==> src/rtl/uart_tx_fifo.sv <==
// UART transmitter with a small transmit FIFO, runtime parity/stop configuration
// and back-to-back framing. Bit timing comes from an external one-cycle baud tick.
module uart_tx_fifo #(
    parameter int DATA_BITS  = 8,
    parameter int FIFO_DEPTH = 4,
    parameter int LEVEL_W    = $clog2(FIFO_DEPTH + 1)
) (
    input  logic                 clock,
    input  logic                 reset_n,
    input  logic                 tx_baud,
    input  logic                 tx_enable,
    input  logic [1:0]           parity_mode,
    input  logic                 stop_bits,
    input  logic                 in_valid,
    input  logic [DATA_BITS-1:0] in_data,
    output logic                 in_ready,
    output logic [LEVEL_W-1:0]   fifo_level,
    output logic                 busy,
    output logic                 tx_done,
    output logic                 tx
);

    localparam int PTR_W = $clog2(FIFO_DEPTH);
    localparam int CNT_W = $clog2(DATA_BITS);
    localparam logic [CNT_W-1:0]   LAST_BIT   = CNT_W'(DATA_BITS - 1);
    localparam logic [LEVEL_W-1:0] FULL_LEVEL = LEVEL_W'(FIFO_DEPTH);

    typedef enum logic [2:0] {
        IDLE   = 3'd0,
        START  = 3'd1,
        DATA   = 3'd2,
        PARITY = 3'd3,
        STOP   = 3'd4
    } state_t;

    // Write side: a word is accepted when in_valid && in_ready (valid/ready handshake).
    logic [DATA_BITS-1:0] mem [FIFO_DEPTH];
    logic [PTR_W-1:0]     wr_ptr;
    logic [PTR_W-1:0]     rd_ptr;
    logic                 push;
    logic                 pop;
    logic [DATA_BITS-1:0] head;

    state_t               state, state_n;
    logic [DATA_BITS-1:0] shreg, shreg_n;
    logic [CNT_W-1:0]     bit_cnt, bit_cnt_n;
    logic                 stop_cnt, stop_cnt_n;
    logic                 stop_lat, stop_lat_n;
    logic                 par_en, par_en_n;
    logic                 par_bit, par_bit_n;
    logic                 tx_q, tx_n;
    logic                 done_q, done_n;
    logic                 can_pop;

    assign in_ready = (fifo_level != FULL_LEVEL);
    assign push     = in_valid && in_ready;
    assign head     = mem[rd_ptr];
    // Uses the registered level, so a word written on a tick cycle waits for the next tick.
    assign can_pop  = tx_enable && (fifo_level != '0);

    always_ff @(posedge clock) begin
        if (push) begin
            mem[wr_ptr] <= in_data;
        end
    end

    always_ff @(posedge clock or negedge reset_n) begin
        if (!reset_n) begin
            wr_ptr     <= '0;
            rd_ptr     <= '0;
            fifo_level <= '0;
        end else begin
            if (push) wr_ptr <= wr_ptr + 1'b1;
            if (pop)  rd_ptr <= rd_ptr + 1'b1;
            case ({push, pop})
                2'b10:   fifo_level <= fifo_level + 1'b1;
                2'b01:   fifo_level <= fifo_level - 1'b1;
                default: fifo_level <= fifo_level;
            endcase
        end
    end

    always_ff @(posedge clock or negedge reset_n) begin
        if (!reset_n) begin
            state    <= IDLE;
            shreg    <= '0;
            bit_cnt  <= '0;
            stop_cnt <= 1'b0;
            stop_lat <= 1'b0;
            par_en   <= 1'b0;
            par_bit  <= 1'b0;
            tx_q     <= 1'b1;
            done_q   <= 1'b0;
        end else begin
            state    <= state_n;
            shreg    <= shreg_n;
            bit_cnt  <= bit_cnt_n;
            stop_cnt <= stop_cnt_n;
            stop_lat <= stop_lat_n;
            par_en   <= par_en_n;
            par_bit  <= par_bit_n;
            tx_q     <= tx_n;
            done_q   <= done_n;
        end
    end

    always_comb begin
        state_n    = state;
        shreg_n    = shreg;
        bit_cnt_n  = bit_cnt;
        stop_cnt_n = stop_cnt;
        stop_lat_n = stop_lat;
        par_en_n   = par_en;
        par_bit_n  = par_bit;
        tx_n       = tx_q;
        done_n     = 1'b0;
        pop        = 1'b0;

        if (tx_baud) begin
            case (state)
                IDLE: begin
                    if (can_pop) begin
                        pop        = 1'b1;
                        shreg_n    = head;
                        par_en_n   = (parity_mode == 2'b01) || (parity_mode == 2'b10);
                        par_bit_n  = (^head) ^ (parity_mode == 2'b10);
                        stop_lat_n = stop_bits;
                        tx_n       = 1'b0;
                        state_n    = START;
                    end
                end
                START: begin
                    tx_n      = shreg[0];
                    bit_cnt_n = '0;
                    state_n   = DATA;
                end
                DATA: begin
                    if (bit_cnt == LAST_BIT) begin
                        stop_cnt_n = 1'b0;
                        if (par_en) begin
                            tx_n    = par_bit;
                            state_n = PARITY;
                        end else begin
                            tx_n    = 1'b1;
                            state_n = STOP;
                        end
                    end else begin
                        shreg_n   = shreg >> 1;
                        tx_n      = shreg[1];
                        bit_cnt_n = bit_cnt + 1'b1;
                    end
                end
                PARITY: begin
                    tx_n       = 1'b1;
                    stop_cnt_n = 1'b0;
                    state_n    = STOP;
                end
                STOP: begin
                    if (stop_cnt == stop_lat) begin
                        done_n = 1'b1;
                        // Next word goes straight into its start bit with no idle period.
                        if (can_pop) begin
                            pop        = 1'b1;
                            shreg_n    = head;
                            par_en_n   = (parity_mode == 2'b01) || (parity_mode == 2'b10);
                            par_bit_n  = (^head) ^ (parity_mode == 2'b10);
                            stop_lat_n = stop_bits;
                            tx_n       = 1'b0;
                            state_n    = START;
                        end else begin
                            tx_n    = 1'b1;
                            state_n = IDLE;
                        end
                    end else begin
                        stop_cnt_n = stop_cnt + 1'b1;
                    end
                end
                default: begin
                    tx_n    = 1'b1;
                    state_n = IDLE;
                end
            endcase
        end
    end

    assign busy    = (state != IDLE);
    assign tx_done = done_q;
    assign tx      = tx_q;

endmodule

==> config.mk <==
export PLATFORM = sky130hd
export DESIGN_NAME = uart_tx_fifo
export DESIGN_NICKNAME = d
export VERILOG_FILES = /design/src/rtl/uart_tx_fifo.sv
export SDC_FILE = /design/constraint.sdc
export NUM_CORES = 1
export LEC_CHECK = 0
export ABC_AREA = 0
export CAP_MARGIN = 20
export CELL_PAD_IN_SITES_DETAIL_PLACEMENT = 0
export CELL_PAD_IN_SITES_GLOBAL_PLACEMENT = 1
export CORE_MARGIN = 3
export CORE_UTILIZATION = 45
export CTS_BUF_LIST = sky130_fd_sc_hd__clkbuf_4 sky130_fd_sc_hd__clkbuf_8 sky130_fd_sc_hd__clkbuf_16
export DETAILED_ROUTE_END_ITERATION = 10
export PLACE_DENSITY_LB_ADDON = 0.1
export SETUP_SLACK_MARGIN = 0.4
export SYNTH_ARGS = -nofsm -noshare
export SYNTH_HDL_FRONTEND = slang
export SYNTH_SLANG_ARGS = --single-unit
==> constraint.sdc <==
create_clock -name clock -period 4.5 [get_ports clock]
set_clock_uncertainty 0.15 [all_clocks]
set_input_delay 0.45 -clock clock [delete_from_list [all_inputs] [get_ports clock]]
set_output_delay 0.45 -clock clock [all_outputs]
set_load 0.01 [all_outputs]
==> results of run 1 <==
==> layout by cell type, fill, tap and decap left out, drive strengths merged, types with 2 or more instances in the layout <==
master	n
inv	11
mux2i	2
nor2b	2
mux4	8
clkbuf	11
xnor2	8
a32o	3
xor2	5
nor3	4
ha	8
clkdlybuf4s50	22
clkinvlp	2
mux2	17
and3	4
a21oi	4
nand3	2
nand2	12
and2	4
nor2	6
clkinv	2
o21ai	8
dfrtp	26
edfxtp	32
==> worst max-delay path, delay by kind of cell <==
kind,cells,cell delay [ps]
and+or+nand+nor,3,740
buffers and inverters,2,790
xor gates and xnor gates,2,310
adders and majority gates,2,660
==> state kept, by name (all words and copies together), names as in the netlist <==
name,flops
bit_cnt,3
fifo_level,3
mem,32
par_bit,1
par_en,1
rd_ptr,2
shreg,8
state,3
stop_cnt,1
stop_lat,1
tx,1
tx_done,1
wr_ptr,2
==> logic make-up (layout without fill, tap and decap cells) <==
logic type                 after synthesis  count (layout)  synth area share, %
DFF                                     59              59                 60.4
and+or+nand+nor                         36              36                 6.59
muxes                                   27              27                 15.0
AOI/OAI and AO/OA                       22              22                 5.67
buffers and inverters                   17              50                 2.67
xor gates and xnor gates                14              14                 5.30
adders and majority gates                9               9                 4.43
==> worst min path at each step <==
stage                             endpoint  slack [ps]  cells after the start
floorplan           bit_cnt[0]$_DFFE_PN0P_           4                      0
global placement    bit_cnt[0]$_DFFE_PN0P_         330                      1
detailed placement  bit_cnt[0]$_DFFE_PN0P_         340                      1
CTS                 bit_cnt[0]$_DFFE_PN0P_         350                      1
global route          shreg[3]$_DFFE_PN0P_         370                      1
finish              bit_cnt[0]$_DFFE_PN0P_         340                      1
==> power by group <==
part / total [uW] / internal [uW] / leakage (uW) / switching, uW
clock: 460 / 266 / 0.0000962 / 194
sequential: 906 / 755 / 0.000621 / 151
combinational: 851 / 475 / 0.000544 / 377
==> cells in the mapped netlist, drive strengths merged, types with 2 or more instances <==
| cell type | number | share of area, % |
|---|---|---|
| nand2 | 12 | 1.7 |
| xor2 | 5 | 1.6 |
| nor2b | 2 | 0.46 |
| clkbuf | 5 | 0.74 |
| dfrtp | 26 | 24 |
| xnor2 | 8 | 2.9 |
| nor2 | 6 | 0.83 |
| o21ai | 8 | 1.5 |
| inv | 11 | 1.5 |
| ha | 8 | 3.7 |
| nand3 | 2 | 0.37 |
| a32o | 3 | 1.1 |
| edfxtp | 32 | 35 |
| mux4 | 8 | 7.2 |
| and3 | 4 | 0.92 |
| a21oi | 4 | 0.74 |
| mux2i | 2 | 0.74 |
| and2 | 4 | 0.92 |
| mux2 | 17 | 7.1 |
| nor3 | 4 | 0.92 |
==> per-stage QoR <==
stage / total power (uW) / hold WS, ps / setup WS, ps
global route: 2370 / 366 / 1490
detailed placement: 1780 / 344 / 1330
global placement: 1730 / 327 / 1470
finish: 2220 / 345 / 1650
CTS: 2250 / 352 / 1660
floorplan: 1540 / 4.41 / 1990
==> layer usage <==
| metal | vias to the layer above | part of all wire [%] | global-route usage, % |
|---|---|---|---|
| li1 | 736 | - | - |
| met1 | 770 | 47 | 20.2 |
| met2 | 24 | 49 | 23.4 |
| met3 | 11 | 2.7 | 3.85 |
| met4 | 0 | 1.8 | 7.02 |
| met5 | - | 0 | 0 |
==> layout make-up <==
class | instances | share of cell area [%]
clock buffer | 11 | 4.35
clock inverter | 5 | 1.72
inverter | 11 | 1.29
multi-input combinational | 108 | 31.4
sequential | 59 | 51.3
tap | 72 | 2.82
timing repair buffer | 23 | 7.13
==> summary.md, run 1 <==
| Metric | Value |
|---|---|
| Design area | 0.00319 mm2 |
| Cells along the critical path | clkdlybuf4s50_1 > nand2_1 > nor3_2 > ha_1 > inv_1 > fa_1 > xor2_1 > nor2_1 > xor2_1 |
| Filler instances | 455 |
| Hold buffer count at cts | 0 |
| Total track usage | 15.2% |
| Crit-path max cell delay | about 700 ps |
| Peak VDD IR | 0.360 mV |
| Leakage | 0.00126 uW |
| Synth Flop Type | edfxtp_1 |
| CP max-delay cell | clkdlybuf4s50_1 |
| Critical path capture point | fifo_level[2]$_DFFE_PN0P_ |
| Tightest Pin Transition | roughly 660 ps |
| Drt drc | 0 |
| GP Congestion | between 0.8 and 0.9 |
| Largest net degree at the start of global routing | 28 |
| Critical register-to-register path endpoint | fifo_level[2]$_DFFE_PN0P_ |
| Post-DP Area | ~0.003 mm2 |
| Clock latency on the worst-skew pair | between 300 and 400 ps |
| Cell count after synthesis | around 180 |
| Detail Route Antenna Nets | 0 |
| Number of max-cap violations | 0 |
| Status | finished clean |
| Max Fclk | roughly 350 MHz |
| Site Rows | 27 |
| Input/output buffers | 22 |
| Vias in the first global route | ~1700 |
| Period Utilization, post-route | a little under two thirds |
| Root buffer cell | clkbuf_8 |
| Max Fanout on Critical Path | 10 |
| Setup Viol. Count Final | 0 |
| Routed vias/inst | between 5 and 6 |
| Worst EP required | 4590 ps |
| Seq. cell area | 0.00164 mm2 |
| First-pass GRT wire length | roughly 8200 um |
| Post-route minimum period | around 2900 ps |
| Class of the worst hold path | reg2reg |
| Area of the multi-input gates | approximately 0.001 mm2 |
| Power Density | between 600 and 700 mW/mm2 |
| Netlist cell types | 37 |
| Mapped Avg Cell Area | around 15 um2 |
| Layout cells sized above 1 | approximately 19% |
| Placed Instances | approximately 270 |
| DR iter-0 viols | between 70 and 80 |
| Critical path class | in2reg |
| Total I/O pin count | 23 |
| Initial antenna violation count | 0 |
| Worst setup path startpoint | tx_baud |
| Slew headroom | a little under three fifths |
| # clock sinks | ~60 |
| Worst R2R Start | state[0]$_DFFE_PN0P_ |
| Core ar. | 0.00568 mm2 |
| Critical path arrival | 2940 ps |
| Routed WL per cell | roughly 17 um |
| Setup repair bufs after CTS | 0 |
| Initial Util | 47.8% |
| Non-filler instance count after layout | around 290 |
| TritonCTS Buffers | 9 |
| # H-tree levels | 3 |
| Final slew viol count | 0 |
| Nets | 237 |
| DRT Pass-1 Iters | 4 |
| Diodes inserted | 0 |
| Register area share after synthesis | about three fifths |
| CP Launch Type | input port |
| Synth warnings | 0 |
| Die Y | 83.7 um |
| Total number of vias | between 1500 and 2000 |
| Async S/R FF share, synth | 45.8% |
| Synthesis-stage register bit count | slightly below 60 |
| RSZ-0062 raised after global routing | false |
| Flop-to-flop setup slack | 1710 ps |
| Worst hold start | bit_cnt[0]$_DFFE_PN0P_ |
| Final Core Density | 56.3% |
| CTS tree | done |
| Syn-to-layout area delta | 17.7% |
| Most used cell, CP | xor2_1 |
| CTS resizes | 0 |
| Number of synthesized flops with an enable pin | 32 |
| Die Width | 83.7 um |
| Final wirelength | between 4000 and 5000 um |
| Post-synthesis instance area | about 0.0027 mm2 |
| Crit. End Element | register |
| Die area | around 0.007 mm2 |
| Detailed Place HPWL | approximately 3400 um |
| Setup TNS Final | 0 ps |
| Worst Reg-to-Reg Cells | 9 |
| Longest Clk Path Bufs | 2 |
| Mapped Nets | about 210 |
| CTS clk-pin slew, worst paths | approximately 60 ps |
| Final Hold Viols | 0 |
| Overflow after GRT | 0 |
No activity file was read; power rests on OpenSTA's default activity.
==> run 2, diff against run 1 <==
- CORE_UTILIZATION: 45 -> 43
- clock period: 4.5 -> 2.36 ns (I/O delays scaled with it)
==> run 2 against run 1 <==
Sequential cell count stayed put. Sequential power is 85% higher. Global-route usage is 0.77 points higher. Hold slack worse by 210 ps. Critical path depth is 4 lower.
==> summary.md, run 2 (synthesized netlist as in run 1, its figures left out) <==
| Metric | Value |
|---|---|
| Site Rows | 28 |
| CP max-delay cell | mux4_2 |
| Area of the multi-input gates | 0.00112 mm2 |
| GP Congestion | 0.825 |
| Power Density | between 1000 and 1500 mW/mm2 |
| WL met3 | about 200 um |
| Max Fanout on Critical Path | 5 |
| Final wirelength | 5170 um |
| Leakage | between 0.001 and 0.0015 uW |
| Non-filler instance count after layout | 323 |
| Total number of vias | 1659 |
| Max reg flops | 32 |
| Total I/O pin count | 23 |
| Slew headroom | between 70% and 80% |
| Vias in the first global route | roughly 1800 |
| NetSw | ~1600 uW |
| Routed vias/inst | 5.14 |
| Largest net degree at the start of global routing | 28 |
| Seq. cell area | ~0.0016 mm2 |
| CP Launch Type | register |
| Max Fclk | approximately 440 MHz |
| Highest-count cells in the layout ignoring fill and taps | 32 x edfxtp_1, 27 x buf_4, 22 x dfrtp_1 |
| Diodes inserted | 0 |
| P_int | 3130 uW |
| Core ar. | 0.00603 mm2 |
| CTS clk-pin slew, worst paths | 70 ps |
| Peak VDD IR | approximately 0.62 mV |
| Setup TNS Final | 0 ps |
| DRT Pass-1 Iters | 6 |
| Die Width | approximately 85 um |
| Setup Viol. Count Final | 0 |
| Number of max-cap violations | 0 |
| Clock share of power | 17.5% |
| Critical path arrival | ~2300 ps |
| CTS tree | done |
| Post-DP Area | roughly 0.0031 mm2 |
| DR iter-0 viols | 63 |
| Placed Instances | about 290 |
| Root buffer cell | clkbuf_8 |
| First-pass GRT wire length | between 8000 and 9000 um |
| Filler instances | 476 |
| Final Core Density | between 50% and 60% |
| Drt drc | 0 |
| Met2 WL post-DR | roughly 2500 um |
| Clock latency on the worst-skew pair | about 340 ps |
| Comb pwr share | between 40% and 50% |
| Final Hold Viols | 0 |
| DRT met1 WL | between 2000 and 2500 um |
| Class of the worst hold path | in2async |
| Post-route minimum period | 2250 ps |
| Largest regs | mem: 32 flops, shreg: 8 flops |
| Longest Clk Path Bufs | 2 |
| Period Utilization, post-route | between 90 and 100% |
| Critical path class | reg2reg |
| Total track usage | approximately 16% |
| Most flops, register | mem |
| Initial Util | a little under half |
| Detailed Place HPWL | 3460 um |
| Syn-to-layout area delta | 31.6% |
| Top sig layer | met4 |
| Tightest Pin Transition | roughly 430 ps |
| RSZ-0062 raised after global routing | true |
| Detail Route Antenna Nets | 0 |
| Sequential Power Share | 35.5% |
| Cells along the critical path | mux4_2 > xnor2_2 > xnor3_1 > xnor2_1 > mux2_2 |
| TritonCTS Buffers | 9 |
| Input/output buffers | 22 |
| Cell family with most CP delay | multiplexers |
| Die area | roughly 0.0073 mm2 |
| Final slew viol count | 0 |
| Crit-path max cell delay | roughly 580 ps |
| Layout cells sized above 1 | between 40% and 50% |
| Net Sw Frac | between 30% and 40% |
| Worst EP required | 2430 ps |
| # clock sinks | between 50 and 60 |
| # H-tree levels | 3 |
| Design area | 0.00357 mm2 |
| Overflow after GRT | 0 |
| Leading cell type in the layout, fill and taps excluded | edfxtp_1 |
| Routed WL per cell | approximately 16 um |
| Status | finished clean |
| WP buf/inv | 0 |
| Nets | roughly 270 |
| Initial antenna violation count | 0 |
| Die Y | ~85 um |
| Crit. End Element | register |
## run 2: cell count changes in the layout (fill, tap and decap cells not counted), sizes merged
cell | previous run | this run
clkdlybuf4s50 | 22 | 20
inv | 11 | 14
bufinv | 1 | 0
clkinv | 2 | 1
dlymetal6s2s | 0 | 1
clkbuf | 11 | 9
buf | 1 | 32
clkinvlp | 2 | 3
dlygate4sd2 | 0 | 1
## run 2: repair_timing
action,CTS,global route
pin swaps,7,9
setup buffers,14,8
hold buffers,0,0
setup endpoints to repair,16,15
cloned,0,0
resized for setup,19,18
## run 2: worst paths after layout
path / start / endpoint / slack [ps] / depth (start not counted)
max reg2reg: rd_ptr[0]$_DFFE_PN0P_ / par_bit$_DFFE_PN0P_ / 110 / 5
min: reset_n / shreg[4]$_DFFE_PN0P_ / 140 / 2
max in group asynchronous: reset_n / tx$_DFFE_PN1P_ / 1620 / 2
min reg2reg: shreg[5]$_DFFE_PN0P_ / shreg[5]$_DFFE_PN0P_ / 360 / 1
max: rd_ptr[0]$_DFFE_PN0P_ / par_bit$_DFFE_PN0P_ / 110 / 5
min in group clock: shreg[5]$_DFFE_PN0P_ / shreg[5]$_DFFE_PN0P_ / 360 / 1
## run 2: area by class of cell
| cell class | instances | share of cell area, % |
|---|---|---|
| well taps | 75 | 2.63 |
| clock inverters | 7 | 1.65 |
| multi-input cells | 108 | 31.3 |
| clock buffers | 9 | 3.47 |
| flip-flops and latches | 59 | 46.0 |
| repair buffers | 54 | 13.7 |
| inverters | 11 | 1.26 |
## run 2: metal layers
metal  GRT usage, %  vias to the layer above
met5              0                        -
met4           6.04                        0
met3           5.73                        9
met2           24.6                       27
met1           20.8                      825
li1               -                      798
## run 2: power by group through the flow
stage / combinational (uW) / sequential [uW] / clock [uW]
6_report: 2220 / 1680 / 828
3_3_place_gp: 1740 / 1670 / 0
3_5_place_dp: 1800 / 1680 / 0
4_1_cts: 2000 / 1670 / 851
2_1_floorplan: 1390 / 1600 / 0
5_1_grt: 2440 / 1720 / 901
## run 2: per-stage QoR
step,worst slack [ps],power [uW],hold WS (ps)
finish,105,4720,135
global route,26.5,5060,162
CTS,88.3,4520,137
detailed placement,32.0,3470,341
global placement,46.6,3410,329
floorplan,156,2990,-210
